<file path="src/rtl/enc_pkg.sv">
// Shared types and helpers for the registered 8-to-3 priority encoder.
package enc_pkg;

  localparam int unsigned ENC_IN_W  = 8;
  localparam int unsigned ENC_OUT_W = 3;

  typedef logic [ENC_IN_W-1:0]  enc_vec_t;
  typedef logic [ENC_OUT_W-1:0] enc_idx_t;

  // Index of the most significant set bit; returns 0 for an all-zero vector.
  function automatic enc_idx_t f_prio_idx(input enc_vec_t vec);
    enc_idx_t idx;
    idx = '0;
    for (int unsigned k = 0; k < ENC_IN_W; k++) begin
      if (vec[k]) idx = k[ENC_OUT_W-1:0];
    end
    return idx;
  endfunction

endpackage

</file>
<file path="src/rtl/enc8to3_reg_prio_enc_comb.sv">
// Combinational MSB-priority encoder with an any-bit flag.
// With ONEHOT_CHECK_EN defined, also flags inputs with two or more bits set.
module prio_enc_comb
  import enc_pkg::*;
#(
  parameter int unsigned IN_W = ENC_IN_W
) (
  input  logic [IN_W-1:0]         vec,
  output logic [$clog2(IN_W)-1:0] idx,
  output logic                    any
`ifdef ONEHOT_CHECK_EN
  ,
  output logic                    multi
`endif
);

  localparam int unsigned OUT_W = $clog2(IN_W);

  // Scan upward so the highest set bit is the last one to write idx.
  always_comb begin
    idx = '0;
    for (int unsigned k = 0; k < IN_W; k++) begin
      if (vec[k]) idx = k[OUT_W-1:0];
    end
  end

  assign any = |vec;

`ifdef ONEHOT_CHECK_EN
  // Clearing the lowest set bit leaves something only if two or more were set.
  assign multi = |(vec & (vec - IN_W'(1)));
`endif

endmodule

</file>
<file path="src/rtl/enc8to3_reg.sv">
// Registered 8-to-3 priority encoder: y is the index of the highest set bit of i,
// valid marks a non-zero input, both one cycle after sampling.
// Optional macro ONEHOT_CHECK_EN adds the registered multi output (popcount >= 2).
module enc8to3_reg
  import enc_pkg::*;
#(
  parameter int unsigned IN_W = ENC_IN_W
) (
  input  logic                    clk,
  input  logic                    rst_n,
  input  logic [IN_W-1:0]         i,
  output logic [$clog2(IN_W)-1:0] y,
  output logic                    valid
`ifdef ONEHOT_CHECK_EN
  ,
  output logic                    multi
`endif
);

  localparam int unsigned OUT_W = $clog2(IN_W);

  logic [OUT_W-1:0] idx_d;
  logic             any_d;
`ifdef ONEHOT_CHECK_EN
  logic             multi_d;
`endif

  prio_enc_comb #(
    .IN_W (IN_W)
  ) u_prio_enc (
    .vec   (i),
    .idx   (idx_d),
    .any   (any_d)
`ifdef ONEHOT_CHECK_EN
    ,
    .multi (multi_d)
`endif
  );

  // Output registers with synchronous active-low clear.
  always_ff @(posedge clk) begin
    if (!rst_n) begin
      y     <= '0;
      valid <= 1'b0;
`ifdef ONEHOT_CHECK_EN
      multi <= 1'b0;
`endif
    end else begin
      y     <= idx_d;
      valid <= any_d;
`ifdef ONEHOT_CHECK_EN
      multi <= multi_d;
`endif
    end
  end

endmodule

</file>
<file path="config.mk">
export PLATFORM = sky130hd
export DESIGN_NAME = enc8to3_reg
export DESIGN_NICKNAME = d
export VERILOG_FILES = /design/src/rtl/enc_pkg.sv /design/src/rtl/enc8to3_reg_prio_enc_comb.sv /design/src/rtl/enc8to3_reg.sv
export SDC_FILE = /design/constraint.sdc
export NUM_CORES = 1
export LEC_CHECK = 0
export CAP_MARGIN = 20
export CORE_AREA = 3 3 40 42
export CTS_CLUSTER_SIZE = 30
export DETAILED_ROUTE_END_ITERATION = 8
export DIE_AREA = 0 0 43 45
export SYNTH_ARGS = -nofsm -noshare
export SYNTH_HDL_FRONTEND = slang
export SYNTH_HIERARCHICAL = 1
export SYNTH_SLANG_ARGS = --single-unit
</file>
<file path="constraint.sdc">
create_clock -name clk -period 0.8 [get_ports clk]
set_input_delay 0.12 -clock clk [delete_from_list [all_inputs] [get_ports clk]]
set_output_delay 0.12 -clock clk [all_outputs]
set_load 0.1 [all_outputs]
</file>
==> results of run 1 <==
path summary, 6_finish.rpt:
check	endpoint	start	depth (start not counted)	slack, ps
setup / recovery	valid	valid	1	-50
hold / removal	y[0]	i[7]	4	370
layer usage:
layer	global-route usage, %	up-vias	part of all wire (%)
li1	-	103	-
met1	4.589	64	39
met2	6.287	13	44
met3	2.390	0	17
met4	5.422	0	0
met5	0	-	0
cells in the mapped netlist:
cell type	number
inv_1	1
and2_1	4
dfxtp_1	4
nand4_1	1
a21oi_1	1
nor2_1	4
inv_2	1
o31ai_1	1
nand2_1	1
o31ai_2	1
a21oi_2	1
sequential cells by signal, indices dropped and copies added, names as in the netlist:
register / count
y: 3
valid: 1
layout make-up:
type | instances | share of cell area (%)
Timing Repair Buffer | 14 | 42.99
Multi-Input combinational cell | 14 | 22.93
Sequential cell | 4 | 21.66
Clock buffer | 3 | 5.732
Tap cell | 15 | 4.777
Inverter | 2 | 1.911
layout by cell type (no fill, tap or decap), drive strengths merged:
cell type	synthesis	layout
clkdlybuf4s50	0	2
a21oi	2	2
nor2	4	4
dlygate4sd2	0	7
o31ai	2	2
clkbuf	0	3
nand4	1	1
inv	2	2
and2	4	4
buf	0	5
dfxtp	4	4
nand2	1	1
logic make-up (layout without fill, tap and decap cells):
kind of cell,after synthesis,count (layout),synth area share [%]
AND/OR/NAND/NOR,10,10,29.19
flip-flops,4,4,46.72
AO/OA/AOI/OAI,4,4,19.71
buffers and inverters,2,19,4.375
where the power goes:
part / internal, mW / total [mW] / switching [mW]
Sequential: 0.217 / 0.227 / 0.00993
Clock: 0.167 / 0.240 / 0.0728
Combinational: 0.0950 / 0.227 / 0.132
Total: 0.479 / 0.694 / 0.215
metrics by stage:
stage	std cells	power [mW]
global placement	49	0.4670
finish	52	0.6943
detailed placement	49	0.4678
floorplan	20	0.3470
global route	52	0.7244
CTS	52	0.7113
repair_timing:
action | in CTS | in global routing
hold endpoints to repair | 0 | 0
pin swaps | 4 | 0
setup endpoints to repair | 8 | 4
buffers inserted | 0 | 0
hold buffers | 0 | 0
gates cloned | 0 | 0
resized for setup | 9 | 0
==> metrics.md, run 1 <==
| Metric | Value |
|---|---|
| Status | `finished with violations` |
| Failing checks | `setup timing` |
| Synth warn | `6` |
| Initial Util | `13.34%` |
| Hold Crit Class | `primary input to register` |
| Routed Antenna Nets | `0` |
| Clk slew on worst S/H paths | `40 ps` |
| Critical setup path kind | `register to output port` |
| Tmin final | `847.6 ps` |
| Die Area | `0.001935 sq mm` |
| Critical path arrival | `730 ps` |
| Number of antenna diodes | `0` |
| Hold slack | `373.2 ps` |
| Leakage | `0.1693 nW` |
| DRT Wirelength | `374 um` |
| Post-Synthesis Cells | `20` |
| Ranking of synthesized cells by area | `dfxtp_1 (47%), and2_1 (15%), nor2_1 (8.8%), o31ai_2 (7.3%), a21oi_2 (5.1%)` |
| Clock tree sinks | `4` |
| Slew Viols, Final | `0` |
| Residual DRC | `0` |
| Site Rows | `13` |
| Largest delay share family, worst path | `flip-flops` |
| Share of the synthesized area in the top cell type | `46.72%` |
| RSZ-0062 raised after global routing | `yes` |
| I/O pin cnt | `14` |
| Final Hold Violating Endpoints | `0` |
| Post-route core utilization | `30.57%` |
| Port bufs | `13` |
| Area added between synthesis and finish | `129.2%` |
| Slew HR | `86.80%` |
| Via count | `180` |
| Netlist cell types | `11` |
| Setup_tns | `-180.6 ps` |
| Worst slew pin tran | `196.3 ps` |
| Maximum clock rate | `1.180 GHz` |
| Crit start category | `register` |
| Largest net degree at the start of global routing | `5` |
| Die X | `43 um` |
| #FFs+latches synth | `4` |
| Crit path largest cell delay | `330 ps` |
| Max-Cap Viols | `0` |
| Core area | `0.001285 sq mm` |
| FF+latch area | `85.08 sq um` |
| CP required | `680 ps` |
| # fillers | `126` |
| Pre-CTS WS | `-371.8 ps` |
| Worst Setup End Kind | `output port` |
| CTS buffer count | `3` |
| Syn Std Cell Area | `171.4 sq um` |
| Vias in the first global route | `164` |
| Global placement routability congestion | `0.6645` |
| Die height | `45 um` |
| Clock Path Buffers | `2` |
| Cell Chain, Critical Path | `buf_12` |
| Global-route wire length before repair | `593 um` |
| Final setup vio count | `4` |
| Power Density | `1767 mW/mm^2` |
| Overall Global Routing Usage | `4.583%` |
| Final Cell Area | `392.9 sq um` |
| CTS tree | `yes` |
| Root Buffer | `clkbuf_4` |
| CP max-delay cell | `dfxtp_2` |
| Worst path bufs/invs | `1` |
| Crit share post-route | `106.0%` |
| Grt ovf | `0` |
| Final net count | `49` |
| DR WL/cell | `7.192 um` |
| Via/cell ratio | `3.462` |
| Worst ir drop on vdd | `0.4108 mV` |
| Leading area contributor after synthesis | `dfxtp_1` |
| Initial antenna violation count | `0` |
| Multi-input logic area | `90.09 sq um` |
| Dpl hpwl | `328.9 um` |
| Final WS setup | `-47.63 ps` |
| Drt initial violations | `5` |
| H-tree Lvls | `1` |
| Syn Area/Cell | `8.571 sq um` |
| Share of cells above drive strength 1 | `45.95%` |
| Syn nets | `30` |
| Critical path fanouts, max | `1` |
| DRT Pass-1 Iters | `2` |
| Sequential area share after synthesis | `46.72%` |
| DP Area | `372.9 sq um` |
(Power assumes the default switching activity.)
==> inputs of run 2 (changes only) <==
Settings changed: CAP_MARGIN 20 to 40.
Clock period 0.8 ns to 0.9 ns, I/O delays scaled along.
==> run 2 against run 1 <==
The flow now finishes without violations. Die area did not move. Non-clock buffer count did not move. Core utilization rose by 2.3 points. Count of clock-buffer cells in the layout did not move. Worst setup slack improved by 86 ps. First-iteration DRC count fell by 100%. Final cell count did not move. Global-route usage fell by 0.42 points. Combinational power fell by 6%. Clock power fell by 11%. Power fell by 9.3%. Critical endpoint unchanged.
==> metrics.md, run 2 (synthesis results as in run 1) <==
| Metric | Value |
|---|---|
| Status | `completed (was finished with violations)` |
| Dpl hpwl | `334.6 um (was 328.9 um)` |
| Commonest cells after routing, fill and taps aside | `dlymetal6s2s_1 (5), and2_1 (4), buf_12 (4), dfxtp_2 (4) (was dlygate4sd2_1 (7), and2_1 (4), buf_12 (4), dfxtp_2 (4))` |
| Clk slew on worst S/H paths | `40 ps (about the same)` |
| Max-Cap Viols | `0 (unchanged)` |
| Pre-CTS WS | `-268.0 ps (was -371.8 ps)` |
| Maximum clock rate | `1.161 GHz` |
| Via count | `184 (was 180)` |
| Largest delay share family, worst path | `flip-flops (unchanged)` |
| Logic pwr share | `34.0% (was 32.8%)` |
| Leakage | `0.2068 nW (was 0.1693 nW)` |
| Final Power | `0.6296 mW (was 0.6943 mW)` |
| Largest net degree at the start of global routing | `5 (unchanged)` |
| Setup crit start | `valid (unchanged)` |
| DRT Pass-1 Iters | `1 (was 2)` |
| Biggest registers after layout | `y (3), valid (1) (unchanged)` |
| Worst hold start | `i[7] (unchanged)` |
| Initial Util | `13.34% (unchanged)` |
| FF+latch area | `85.08 sq um (unchanged)` |
| Final WS setup | `38.39 ps (was -47.63 ps)` |
| Final Hold Violating Endpoints | `0 (unchanged)` |
| Grt ovf | `0 (unchanged)` |
| Area added between synthesis and finish | `146.7% (was 129.2%)` |
| Die X | `43 um (unchanged)` |
| Power Density | `1489 mW/mm^2 (was 1767 mW/mm^2)` |
| Number of antenna diodes | `0 (unchanged)` |
| Post-CTS setup buffers | `0 (unchanged)` |
| Hold Crit Class | `primary input to register (unchanged)` |
| # fillers | `133 (was 126)` |
| Clock tree sinks | `4 (unchanged)` |
| DR WL/cell | `7.923 um (was 7.192 um)` |
| RSZ-0062 raised after global routing | `no (was yes)` |
| Crit path largest cell delay | `330 ps (about the same)` |
| Root Buffer | `clkbuf_4 (unchanged)` |
| Final setup vio count | `0 (was 4)` |
| Slew Viols, Final | `0 (unchanged)` |
| Overall Global Routing Usage | `4.167% (was 4.583%)` |
| Site Rows | `13 (unchanged)` |
| Max FFs per register | `3 (unchanged)` |
| Critical setup path kind | `register to output port (unchanged)` |
| Via/cell ratio | `3.538 (was 3.462)` |
| Crit share post-route | `95.73%` |
| CP max-delay cell | `dfxtp_2 (unchanged)` |
| Most common cell after layout, fill and taps aside | `dlymetal6s2s_1 (was dlygate4sd2_1)` |
| H-tree Lvls | `1 (unchanged)` |
| Slew HR | `87.41% (was 86.80%)` |
| Vias in the first global route | `143 (was 164)` |
| Final net count | `49 (unchanged)` |
| Worst slew pin tran | `188.5 ps (was 196.3 ps)` |
| Routed Antenna Nets | `0 (unchanged)` |
| Residual DRC | `0 (unchanged)` |
| Multi-input logic area | `100.1 sq um (was 90.09 sq um)` |
| Die Area | `0.001935 sq mm (unchanged)` |
| I/O pin cnt | `14 (unchanged)` |
| Worst ir drop on vdd | `0.3394 mV (was 0.4108 mV)` |
| Global-route wire length before repair | `496 um (was 593 um)` |
| Drt initial violations | `0 (was 5)` |
| CTS tree | `yes (unchanged)` |
| NetSw | `0.1954 mW (was 0.2152 mW)` |
| Crit start category | `register (unchanged)` |
| Clock Path Buffers | `2 (unchanged)` |
| Internal power | `0.4342 mW (was 0.4791 mW)` |
| Core area | `0.001285 sq mm (unchanged)` |
| Cell Chain, Critical Path | `buf_12 (unchanged)` |
| Setup_tns | `0 ps (was -180.6 ps)` |
| Clock power share | `34.0% (was 34.6%)` |
| Net Sw Frac | `31.04% (was 31.00%)` |
| Worst path bufs/invs | `1 (unchanged)` |
| CTS buffer count | `3 (unchanged)` |
| Critical path fanouts, max | `1 (unchanged)` |
| Tmin final | `861.6 ps` |
| Die height | `45 um (unchanged)` |
| Hold slack | `279.4 ps (was 373.2 ps)` |
| Worst Setup End Kind | `output port (unchanged)` |
| Critical path arrival | `730 ps (about the same)` |
| Share of cells above drive strength 1 | `54.05% (was 45.95%)` |
| Initial antenna violation count | `0 (unchanged)` |
| Global placement routability congestion | `0.6366 (was 0.6645)` |
| Most flop-heavy register | `y (unchanged)` |
| Seq pwr share | `32.0% (was 32.7%)` |
| DRT Wirelength | `412 um (was 374 um)` |
| CP required | `760 ps (was 680 ps)` |
| Port bufs | `13 (unchanged)` |
## run 2: final timing paths
path                     to  slack (ps)  cells past startpoint
worst min-delay path   y[0]         280                      4
worst max-delay path  valid          40                      1
## run 2: worst min-delay path, stage by stage
cell	delay, ps
dlymetal6s2s_1	130
a21oi_2	50
o31ai_2	50
and2_1	110
## run 2: cell type report
class,instances,share of cell area [%]
Clock buffer,3,5.325
Inverter,2,1.775
Multi-Input combinational cell,14,23.67
Sequential cell,4,20.12
Tap cell,15,4.438
Timing Repair Buffer,14,44.67
## run 2: what timing repair did
| item | CTS | global route |
|---|---|---|
| cloned | 0 | 0 |
| pin swaps | 0 | 5 |
| hold buffers | 0 | 0 |
| endpoints found under the setup margin | 3 | 4 |
| resized for setup | 2 | 9 |
## run 2: layer usage
| layer | up-vias | wire (um) | GRT usage (%) |
|---|---|---|---|
| li1 | 100 | - | - |
| met1 | 69 | 156 | 2.899 |
| met2 | 13 | 196 | 5.988 |
| met3 | 2 | 52 | 2.390 |
| met4 | 0 | 6 | 7.229 |
| met5 | - | 0 | 0 |
## run 2: metrics by stage
step / utilization [%] / instance area [sq um] / cells
6_report: 32.91 / 422.9 / 52
5_1_grt: 32.91 / 422.9 / 52
4_1_cts: 30.96 / 397.9 / 52
3_5_place_dp: 29.02 / 372.9 / 49
3_3_place_gp: 29.02 / 372.9 / 49
2_1_floorplan: - / 176.4 / 20
## run 2: power groups by stage
stage / Sequential (mW) / Combinational (mW) / Clock [mW]
global placement: 0.205 / 0.211 / 0
floorplan: 0.285 / 0.0237 / 0
global route: 0.202 / 0.223 / 0.231
CTS: 0.202 / 0.212 / 0.229
finish: 0.202 / 0.214 / 0.214
detailed placement: 0.205 / 0.212 / 0
==> inputs of run 3 (changes only) <==
Settings changed: TNS_END_PERCENT from default to 50.
==> run 3 against run 2 <==
Combinational power about the same. Cell area down 0.59%. Sequential share of layout area is 0.12 points higher. Core utilization down 0.19 points. Routed wire length shrank 2.7%. First-iteration DRC count rose by 1. Power is 0.89% lower. Via count is 2.2% higher. Non-clock buffer count unchanged. Critical endpoint is now y[2]. Largest cell class unchanged. Largest power group is now the clock network.
==> metrics.md, run 3 (synthesis results as in run 1) <==
| Metric | Value |
|---|---|
| Via/cell ratio | `3.615 (was 3.538)` |
| Residual DRC | `0 (unchanged)` |
| Crit share post-route | `95.56% (was 95.73%)` |
| Vias in the first global route | `139 (was 143)` |
| Area added between synthesis and finish | `145.3% (was 146.7%)` |
| Final WS setup | `39.98 ps (was 38.39 ps)` |
| Site Rows | `13 (unchanged)` |
| Highest Signal Layer | `met4 (unchanged)` |
| Final net count | `49 (unchanged)` |
| Die X | `43 um (unchanged)` |
| Share of cells above drive strength 1 | `51.35% (was 54.05%)` |
| Critical path arrival | `730 ps (about the same)` |
| Core area | `0.001285 sq mm (unchanged)` |
| DR WL/cell | `7.712 um (was 7.923 um)` |
| CTS tree | `yes (unchanged)` |
| DP Area | `370.4 sq um (was 372.9 sq um)` |
| Routed met3 length | `66 um (was 52 um)` |
| Worst path bufs/invs | `1 (unchanged)` |
| Clk slew on worst S/H paths | `30 ps (was 40 ps)` |
| Clock Path Buffers | `2 (unchanged)` |
| Biggest registers after layout | `y (3), valid (1) (unchanged)` |
| Hold Crit Class | `primary input to register (unchanged)` |
| CP max-delay cell | `dfxtp_2 (unchanged)` |
| Drt initial violations | `1 (was 0)` |
| Largest net degree at the start of global routing | `5 (unchanged)` |
| Die Area | `0.001935 sq mm (unchanged)` |
| Number of antenna diodes | `0 (unchanged)` |
| Tmin final | `860.0 ps (was 861.6 ps)` |
| Power Density | `1484 mW/mm^2 (was 1489 mW/mm^2)` |
| DRT Pass-1 Iters | `2 (was 1)` |
| FF+latch area | `85.08 sq um (unchanged)` |
| Die height | `45 um (unchanged)` |
| Post-CTS setup buffers | `0 (unchanged)` |
| Critical setup path kind | `register to output port (unchanged)` |
| Routed length on met1 | `138 um (was 156 um)` |
| Hold endpoint | `y[0] (unchanged)` |
| H-tree Lvls | `1 (unchanged)` |
| Global placement routability congestion | `0.6426 (was 0.6366)` |
| Largest delay share family, worst path | `flip-flops (unchanged)` |
| Root Buffer | `clkbuf_4 (unchanged)` |
| Overall Global Routing Usage | `4.083% (was 4.167%)` |
| Most flop-heavy register | `y (unchanged)` |
| I/O pin cnt | `14 (unchanged)` |
| Worst Setup End Kind | `output port (unchanged)` |
| Final setup vio count | `0 (unchanged)` |
| Final Hold Violating Endpoints | `0 (unchanged)` |
| Crit path largest cell delay | `330 ps (about the same)` |
| Maximum clock rate | `1.163 GHz (was 1.161 GHz)` |
| Worst hold start | `i[7] (unchanged)` |
| RSZ-0062 raised after global routing | `no (unchanged)` |
| Worst ir drop on vdd | `0.2933 mV (was 0.3394 mV)` |
| # fillers | `139 (was 133)` |
| Initial Util | `13.34% (unchanged)` |
| Global-route wire length before repair | `476 um (was 496 um)` |
| Met2 Wirelength | `187 um (was 196 um)` |
| Max FFs per register | `3 (unchanged)` |
| Crit start category | `register (unchanged)` |
| CP required | `760 ps (about the same)` |
| Initial antenna violation count | `0 (unchanged)` |
| Worst slew pin tran | `177.8 ps (was 188.5 ps)` |
| Via count | `188 (was 184)` |
| Slew HR | `88.08% (was 87.41%)` |
| Status | `completed (unchanged)` |
| Cell Chain, Critical Path | `buf_12 (unchanged)` |
| Max-Cap Viols | `0 (unchanged)` |
| Pre-CTS WS | `-265.5 ps (was -268.0 ps)` |
| Commonest cells after routing, fill and taps aside | `dlymetal6s2s_1 (6), and2_1 (4), buf_12 (4), dfxtp_2 (4) (was dlymetal6s2s_1 (5), and2_1 (4), buf_12 (4), dfxtp_2 (4))` |
| DRT Wirelength | `401 um (was 412 um)` |
| CTS buffer count | `3 (unchanged)` |
| Leakage | `0.2160 nW (was 0.2068 nW)` |
| Grt ovf | `0 (unchanged)` |
| Critical path fanouts, max | `1 (unchanged)` |
| Clock tree sinks | `4 (unchanged)` |
| Multi-input logic area | `95.09 sq um (was 100.1 sq um)` |
| Routed Antenna Nets | `0 (unchanged)` |
| Final Power | `0.6240 mW (was 0.6296 mW)` |
| Dpl hpwl | `312.9 um (was 334.6 um)` |
| Port bufs | `13 (unchanged)` |
| Final Cell Area | `420.4 sq um (was 422.9 sq um)` |
| WHS Path Cells | `4 (unchanged)` |
| Most common cell after layout, fill and taps aside | `dlymetal6s2s_1 (unchanged)` |
| Slew Viols, Final | `0 (unchanged)` |
-- run 3: cell types whose count changed in the layout (fill, tap and decap cells not counted), sizes merged --
cell	delta
clkdlybuf4s50	-1
dlymetal6s2s	+1
-- run 3: timing repair --
action	CTS	global route
gates resized for setup	3	10
hold buffers	0	0
setup endpoints to repair	3	5
gates cloned	0	0
pin swaps	0	5
-- run 3: through the flow --
step	setup TNS, ps	instances	hold slack, ps	util [%]
after floorplan	-288.0	20	256.6	-
after global placement	-957.6	49	597.9	28.82
after detailed placement	-972.9	49	597.7	28.82
after CTS	0	52	433.2	30.87
after global routing	0	52	312.9	32.72
final	0	52	275.9	32.72
-- run 3: area by class of cell --
class / instances / area share [%]
well taps: 15 / 4.464
repair buffers: 14 / 45.54
flip-flops and latches: 4 / 20.24
clock buffers: 3 / 5.357
multi-input cells: 14 / 22.62
inverters: 2 / 1.786
-- run 3: how the worst max path moves through the flow --
stage | to | from | cells after the start | slack (ps)
final | y[2] | y[2] | 1 | 40
after global routing | y[0] | y[0] | 1 | 20
after CTS | y[1] | y[1] | 1 | 2
after detailed placement | valid | i[6] | 4 | -270
after global placement | y[0] | i[2] | 5 | -270
after floorplan | y[1] | y[1] | 0 | -140
-- run 3: power breakdown --
part           switching (mW)  leakage [nW]  total [mW]  internal [mW]
registers             0.00879        0.0340       0.202          0.193
clock network          0.0632        0.0138       0.212          0.148
logic                   0.119         0.168       0.211         0.0912
-- run 3: per-layer routing --
metal,global-route usage [%],up-vias
met5,0,-
met4,7.229,0
met3,2.390,2
met2,5.689,13
met1,2.899,73
li1,-,100
